File: config.mk
export PLATFORM = sky130hd
export DESIGN_NAME = uart_tx_parity_flat
export DESIGN_NICKNAME = d
export VERILOG_FILES = /design/src/rtl/uart_pkg.sv /design/src/rtl/uart_tx_parity_if.sv /design/src/rtl/uart_tx_parity.sv /design/src/flat_wrapper.sv
export SDC_FILE = /design/constraint.sdc
export NUM_CORES = 1
export LEC_CHECK = 0
export CAP_MARGIN = 25
export CORE_MARGIN = 1
export CORE_UTILIZATION = 57
export DETAILED_ROUTE_END_ITERATION = 12
export PLACE_DENSITY = 0.82
export SYNTH_ARGS = -nofsm -noshare
export SYNTH_HDL_FRONTEND = slang
export SYNTH_SLANG_ARGS = --single-unit
File: constraint.sdc
create_clock -name clk -period 3.28 [get_ports clk]
set_input_delay 0.492 -clock clk [delete_from_list [all_inputs] [get_ports clk]]
set_output_delay 0.492 -clock clk [all_outputs]
set_load 0.005 [all_outputs]
File: src/rtl/uart_pkg.sv
// Shared UART definitions: FSM state encodings and the oversampling ratio,
// common to the parity transmitter and the parity-checking receiver.
package uart_pkg;

    localparam int unsigned OVERSAMPLE = 16;
    localparam int unsigned STATE_W    = 3;

    typedef enum logic [STATE_W-1:0] {
        IDLE   = 3'd0,
        START  = 3'd1,
        DATA   = 3'd2,
        STOP   = 3'd3,
        PARITY = 3'd4
    } uart_state_e;

endpackage : uart_pkg

File: src/rtl/uart_tx_parity_if.sv
// Transmit-side signal bundle: tick/request/data in, status and serial line out.
interface uart_tx_parity_if;

    logic       s_tick;
    logic       tx_start;
    logic [7:0] din;
    logic       tx_busy;
    logic       tx_done_tick;
    logic       tx;

    modport master (
        output s_tick, tx_start, din,
        input  tx_busy, tx_done_tick, tx
    );

    modport slave (
        input  s_tick, tx_start, din,
        output tx_busy, tx_done_tick, tx
    );

endinterface : uart_tx_parity_if

File: src/rtl/uart_tx_parity.sv
// UART transmitter: start bit, DBIT data bits LSB first, parity bit, stop bit,
// timed by a shared 16x oversampling tick.
module uart_tx_parity
    import uart_pkg::*;
#(
    parameter int unsigned DBIT       = 8,
    parameter int unsigned SB_TICK    = 16,
    parameter bit          PARITY_ODD = 1'b0
) (
    input  logic              clk,
    input  logic              reset,
    uart_tx_parity_if.slave   bus
);

    // Tick counter must also reach SB_TICK-1 for 1.5/2 stop bits.
    localparam int unsigned S_MAX = (SB_TICK > OVERSAMPLE) ? SB_TICK : OVERSAMPLE;
    localparam int unsigned S_W   = $clog2(S_MAX);
    localparam int unsigned N_W   = 3;
    localparam int unsigned B_W   = 8;

    localparam logic [S_W-1:0] S_LAST  = S_W'(OVERSAMPLE - 1);
    localparam logic [S_W-1:0] SB_LAST = S_W'(SB_TICK - 1);
    localparam logic [N_W-1:0] N_LAST  = N_W'(DBIT - 1);

    uart_state_e    state_q, state_d;
    logic [S_W-1:0] s_q, s_d;
    logic [N_W-1:0] n_q, n_d;
    logic [B_W-1:0] b_q, b_d;
    logic           p_q, p_d;
    logic           tx_q, tx_d;
    logic           busy_q, busy_d;
    logic           done_q, done_d;

    // Next-state, datapath and registered-output values.
    always_comb begin
        state_d = state_q;
        s_d     = s_q;
        n_d     = n_q;
        b_d     = b_q;
        p_d     = p_q;
        done_d  = 1'b0;

        case (state_q)
            IDLE: begin
                // The done cycle is already IDLE; a request is not taken until the next one.
                if (bus.tx_start && !done_q) begin
                    b_d     = bus.din;
                    s_d     = '0;
                    p_d     = PARITY_ODD;
                    state_d = START;
                end
            end
            START: begin
                if (bus.s_tick) begin
                    if (s_q == S_LAST) begin
                        s_d     = '0;
                        n_d     = '0;
                        state_d = DATA;
                    end else begin
                        s_d = s_q + S_W'(1);
                    end
                end
            end
            DATA: begin
                if (bus.s_tick) begin
                    if (s_q == S_LAST) begin
                        s_d = '0;
                        p_d = p_q ^ b_q[0];
                        b_d = {1'b0, b_q[B_W-1:1]};
                        if (n_q == N_LAST) begin
                            state_d = PARITY;
                        end else begin
                            n_d = n_q + N_W'(1);
                        end
                    end else begin
                        s_d = s_q + S_W'(1);
                    end
                end
            end
            PARITY: begin
                if (bus.s_tick) begin
                    if (s_q == S_LAST) begin
                        s_d     = '0;
                        state_d = STOP;
                    end else begin
                        s_d = s_q + S_W'(1);
                    end
                end
            end
            STOP: begin
                if (bus.s_tick) begin
                    if (s_q == SB_LAST) begin
                        s_d     = '0;
                        done_d  = 1'b1;
                        state_d = IDLE;
                    end else begin
                        s_d = s_q + S_W'(1);
                    end
                end
            end
            default: begin
                state_d = IDLE;
                s_d     = '0;
                n_d     = '0;
            end
        endcase

        // Line level follows the state being entered so tx moves with the FSM.
        case (state_d)
            START:   tx_d = 1'b0;
            DATA:    tx_d = b_d[0];
            PARITY:  tx_d = p_d;
            default: tx_d = 1'b1;
        endcase

        busy_d = (state_d != IDLE);
    end

    always_ff @(posedge clk or posedge reset) begin
        if (reset) begin
            state_q <= IDLE;
            s_q     <= '0;
            n_q     <= '0;
            b_q     <= '0;
            p_q     <= 1'b0;
            tx_q    <= 1'b1;
            busy_q  <= 1'b0;
            done_q  <= 1'b0;
        end else begin
            state_q <= state_d;
            s_q     <= s_d;
            n_q     <= n_d;
            b_q     <= b_d;
            p_q     <= p_d;
            tx_q    <= tx_d;
            busy_q  <= busy_d;
            done_q  <= done_d;
        end
    end

    assign bus.tx           = tx_q;
    assign bus.tx_busy      = busy_q;
    assign bus.tx_done_tick = done_q;

endmodule : uart_tx_parity

File: src/flat_wrapper.sv
// flat-port wrapper written by rule: the top's interface ports become plain ports
module uart_tx_parity_flat import uart_pkg::*;
#(
    parameter int unsigned DBIT       = 8,
    parameter int unsigned SB_TICK    = 16,
    parameter bit          PARITY_ODD = 1'b0
)
  (clk, reset, bus_s_tick, bus_tx_start, bus_din, bus_tx_busy, bus_tx_done_tick, bus_tx);
  uart_tx_parity_if bus_i ();
  input  logic clk;
  input  logic reset;
  input wire logic [$bits(bus_i.s_tick)-1:0] bus_s_tick;
  input wire logic [$bits(bus_i.tx_start)-1:0] bus_tx_start;
  input wire logic [$bits(bus_i.din)-1:0] bus_din;
  output wire logic [$bits(bus_i.tx_busy)-1:0] bus_tx_busy;
  output wire logic [$bits(bus_i.tx_done_tick)-1:0] bus_tx_done_tick;
  output wire logic [$bits(bus_i.tx)-1:0] bus_tx;
  assign bus_i.s_tick = bus_s_tick;
  assign bus_i.tx_start = bus_tx_start;
  assign bus_i.din = bus_din;
  assign bus_tx_busy = bus_i.tx_busy;
  assign bus_tx_done_tick = bus_i.tx_done_tick;
  assign bus_tx = bus_i.tx;
  uart_tx_parity #(.DBIT(DBIT), .SB_TICK(SB_TICK), .PARITY_ODD(PARITY_ODD)) u_core (.clk(clk), .reset(reset), .bus(bus_i));
endmodule
==> flow_summary_export.csv <==
group,metric,value,unit
clocking,cts_inserted_buffers,3,
logic_synthesis,syn_nets,128,
clocking,cts_max_level,1,
logic_synthesis,syn_avg_cell_area,9.954,sq um
route,routed_wl,2.113,mm
global_route,grt_pass1_wl,3.477,mm
timing,slew_viol_final,0,
timing,setup_violations,0,
floorplanning,die_h,46.42,microns
route,wl_per_cell,13.99,microns
floorplanning,rows,15,
setup_path,ff2ff_path_depth,5,
min_path,hp-class,"reg -> reg",
clocking,cts.sinks,22,
clocking,clockRootBuffer,"clkbuf_4",
min_path,whs_endpoint,"u_core.b_q[2]$_DFFE_PP0P_",
route,drtPass1Iterations,4,
route,route.vias.total,890,
logic_synthesis,synth_edf_count,0,
global_route,grt_max_degree,23,
setup_path,required,3.52,ns
clocking,post-cts-setup-buffers,0,
logic_synthesis,synth_top_cells_by_count,"dfrtp_1, inv_1, nand2_1, a222oi_1, o21ai_0",
global_route,overflow,0,
timing,setup_ws,1.221,ns
clocking,clkTransAtPathRegs,0.13,ns
logic_synthesis,yosysMostFrequentCell,"dfrtp_1",
cells_and_area,area_growth,15.24,%
logic_synthesis,netlist_area,0.001125,sq mm
clocking,cts_tree,"yes",
timing,finalHoldViolCount,0,
setup_path,cp_data_arrival_time,2.30,ns
logic_synthesis,synth_top_cells_by_area,"dfrtp_1, a222oi_1, inv_1",
min_path,hp-start,"u_core.b_q[3]$_DFFE_PP0P_",
pwr,p_per_area,659.7,mW/mm^2
logic_synthesis,ys_types,34,
logic_synthesis,synth_top_area_cell,"dfrtp_1",
floorplanning,die_area,0.002155,sq mm
route,drtAntennaViolNets,0,
setup_path,rrSetupSlack,1.22,ns
placement,dp_slack,0.9271,ns
logic_synthesis,ys_seq_area_share,49.05,%
cells_and_area,layout-drive-gt1-share,7.143,%
placement,placed_area,0.001270,sq mm
route,drc_errors,0,
setup_path,endpoint_kind,"flop",
setup_path,crit_fanout,8,
cells_and_area,fin_nets,142,
setup_path,cp_slowest_stage_delay,0.53,ns
timing,tightest_slew,0.8353,ns
timing,finalCritPeriodShare,62.76,%
timing,rsz0062_at_grt,"false",
logic_synthesis,synth_top_area_share,46.72,%
logic_synthesis,ys.flop_type,"dfrtp_1",
logic_synthesis,ys_seq_elements,22,
setup_path,timing.rr.end,"u_core.bus.tx$_DFF_PP1_",
floorplanning,core-area,0.001783,sq mm
setup_path,worst_path_max_delay_cell,"o211ai_1",
clocking,cts_resized,0,
timing,fmax,485.7,MHz
logic_synthesis,synth_cells,113,
setup_path,timing.rr.start,"u_core.s_q[0]$_DFFE_PP0P_",
timing,skew,0.01510,ns
timing,setup_tns,0,ns
cells_and_area,final_area,0.001296,sq mm
floorplanning,initial_core_util,63.09,%
placement,io_buffers,14,
clocking,hold_buffers,0,
setup_path,start_kind,"flop",
placement,dp_hpwl,1.504,mm
clocking,worstSkewPairLatency,0.32,ns
route,drtIter0Drc,28,
floorplanning,die_w,46.42,microns
floorplanning,num_io_pins,15,
setup_path,path_cells,"ha_1, and4_1, o211ai_1, a222oi_1, a21oi_1",
placement,place_congestion,0.8588,
clocking,max-clock-path-buffers,2,
pwr,irDropWorstVdd,495.5,uV
pwr,leakage,0.6014,nW
global_route,grt_antenna_before_repair,0,
setup_path,critPathLaunch,"u_core.s_q[0]$_DFFE_PP0P_",
outcome,status,"finished, final reports clean",
logic_synthesis,yosysWarnings,0,
min_path,hold_depth,2,
setup_path,crit_type,"reg -> reg",
global_route,grt_pass1_vias,844,
run,maxCapViolCount,0,
timing,relSlewSlack,43.85,%
global_route,grtUsageTotal,23.22,%
logic_synthesis,synthArstFlopShare,100.0,%
timing,period_needed,2.059,ns
cells_and_area,antenna_cells,0,
route,vias_per_cell,5.894,
cell families (layout without fill, tap and decap cells):
family / count (synthesis) / in the layout / share of synthesized area [%]
multiplexers: 2 / 2 / 1.780
AND/OR/NAND/NOR: 32 / 32 / 16.13
flip-flops: 22 / 22 / 49.05
AO/OA/AOI/OAI: 32 / 32 / 21.25
adder cells (fa/ha/maj): 3 / 3 / 3.337
XOR/XNOR: 1 / 1 / 0.7788
buffers and inverters: 21 / 34 / 7.674
layout make-up:
type	instances	area (sq um)
Timing Repair Buffer	14	140.1
Sequential cell	22	551.8
Inverter	16	60.06
Multi-Input combinational cell	70	486.7
Fill cell	141	486.7
Clock buffer	4	26.28
Tap cell	25	31.28
metal layers:
metal | GRT usage (%) | part of all wire [%] | vias to the layer above
met5 | 0 | 0 | -
met4 | 10.59 | 1.5 | 0
met3 | 3.922 | 3.3 | 2
met2 | 39.44 | 50 | 19
met1 | 28.32 | 45 | 430
li1 | - | - | 439
power breakdown:
| part | internal [mW] | total (mW) | switching, mW |
|---|---|---|---|
| clock network | 0.0476 | 0.129 | 0.0818 |
| logic | 0.139 | 0.270 | 0.130 |
| registers | 0.368 | 0.456 | 0.0879 |
worst max-delay path, delay by kind of cell, from the launching register on:
kind	cells	cell delay [ns]
adder cells (fa/ha/maj)	1	0.28
AND/OR/NAND/NOR	1	0.30
flip-flops	1	0.43
AO/OA/AOI/OAI	3	0.97
sequential cells by signal (all words and copies together), names as in the netlist:
register                 cells
u_core.b_q                   8
u_core.bus.tx                1
u_core.bus.tx_busy           1
u_core.bus.tx_done_tick      1
u_core.n_q                   3
u_core.p_q                   1
u_core.s_q                   4
u_core.state_q               3
worst max path at each step:
stage                     cells after the start                        end  slack, ns
after floorplan                               7  u_core.b_q[6]$_DFFE_PP0P_       1.48
after global placement                        5    u_core.bus.tx$_DFF_PP1_       1.01
after detailed placement                      5    u_core.bus.tx$_DFF_PP1_       0.93
after CTS                                     5    u_core.bus.tx$_DFF_PP1_       1.23
after global routing                          5    u_core.bus.tx$_DFF_PP1_       1.08
final                                         5    u_core.bus.tx$_DFF_PP1_       1.22
metrics by stage:
step,total power [mW],hold WS [ns],cells,util [%]
floorplan,0.6457,0.4466,113,-
global placement,0.7130,0.4729,147,71.23
detailed placement,0.7296,0.4806,147,71.23
CTS,0.8554,0.5056,151,72.70
global route,0.9195,0.5186,151,72.70
finish,0.8551,0.5038,151,72.70
cell usage in the layout, fill, tap and decap left out:
| master | n |
|---|---|
| nor4_2 | 1 |
| nand3_1 | 1 |
| a222oi_1 | 7 |
| dfrtp_1 | 21 |
| a22o_1 | 1 |
| mux2i_1 | 2 |
| o311ai_1 | 1 |
| dfstp_2 | 1 |
| nand2b_1 | 4 |
| nor3b_1 | 1 |
| a31o_2 | 1 |
| a32oi_1 | 1 |
| nor2_2 | 1 |
| nand4_1 | 2 |
| a21oi_1 | 5 |
| o21ai_0 | 7 |
| nor2b_1 | 2 |
| ha_1 | 3 |
| nand2_1 | 10 |
| nor2_1 | 3 |
| inv_2 | 1 |
| o22ai_1 | 2 |
| o211ai_1 | 3 |
| clkbuf_1 | 1 |
| clkdlybuf4s50_1 | 14 |
| xnor2_1 | 1 |
| o41ai_1 | 1 |
| and3_1 | 3 |
| o31ai_1 | 2 |
| and4_1 | 3 |
| clkbuf_4 | 3 |
| a311oi_2 | 1 |
| inv_1 | 15 |
| or3_1 | 1 |
Power figures use the tool's default switching activity.
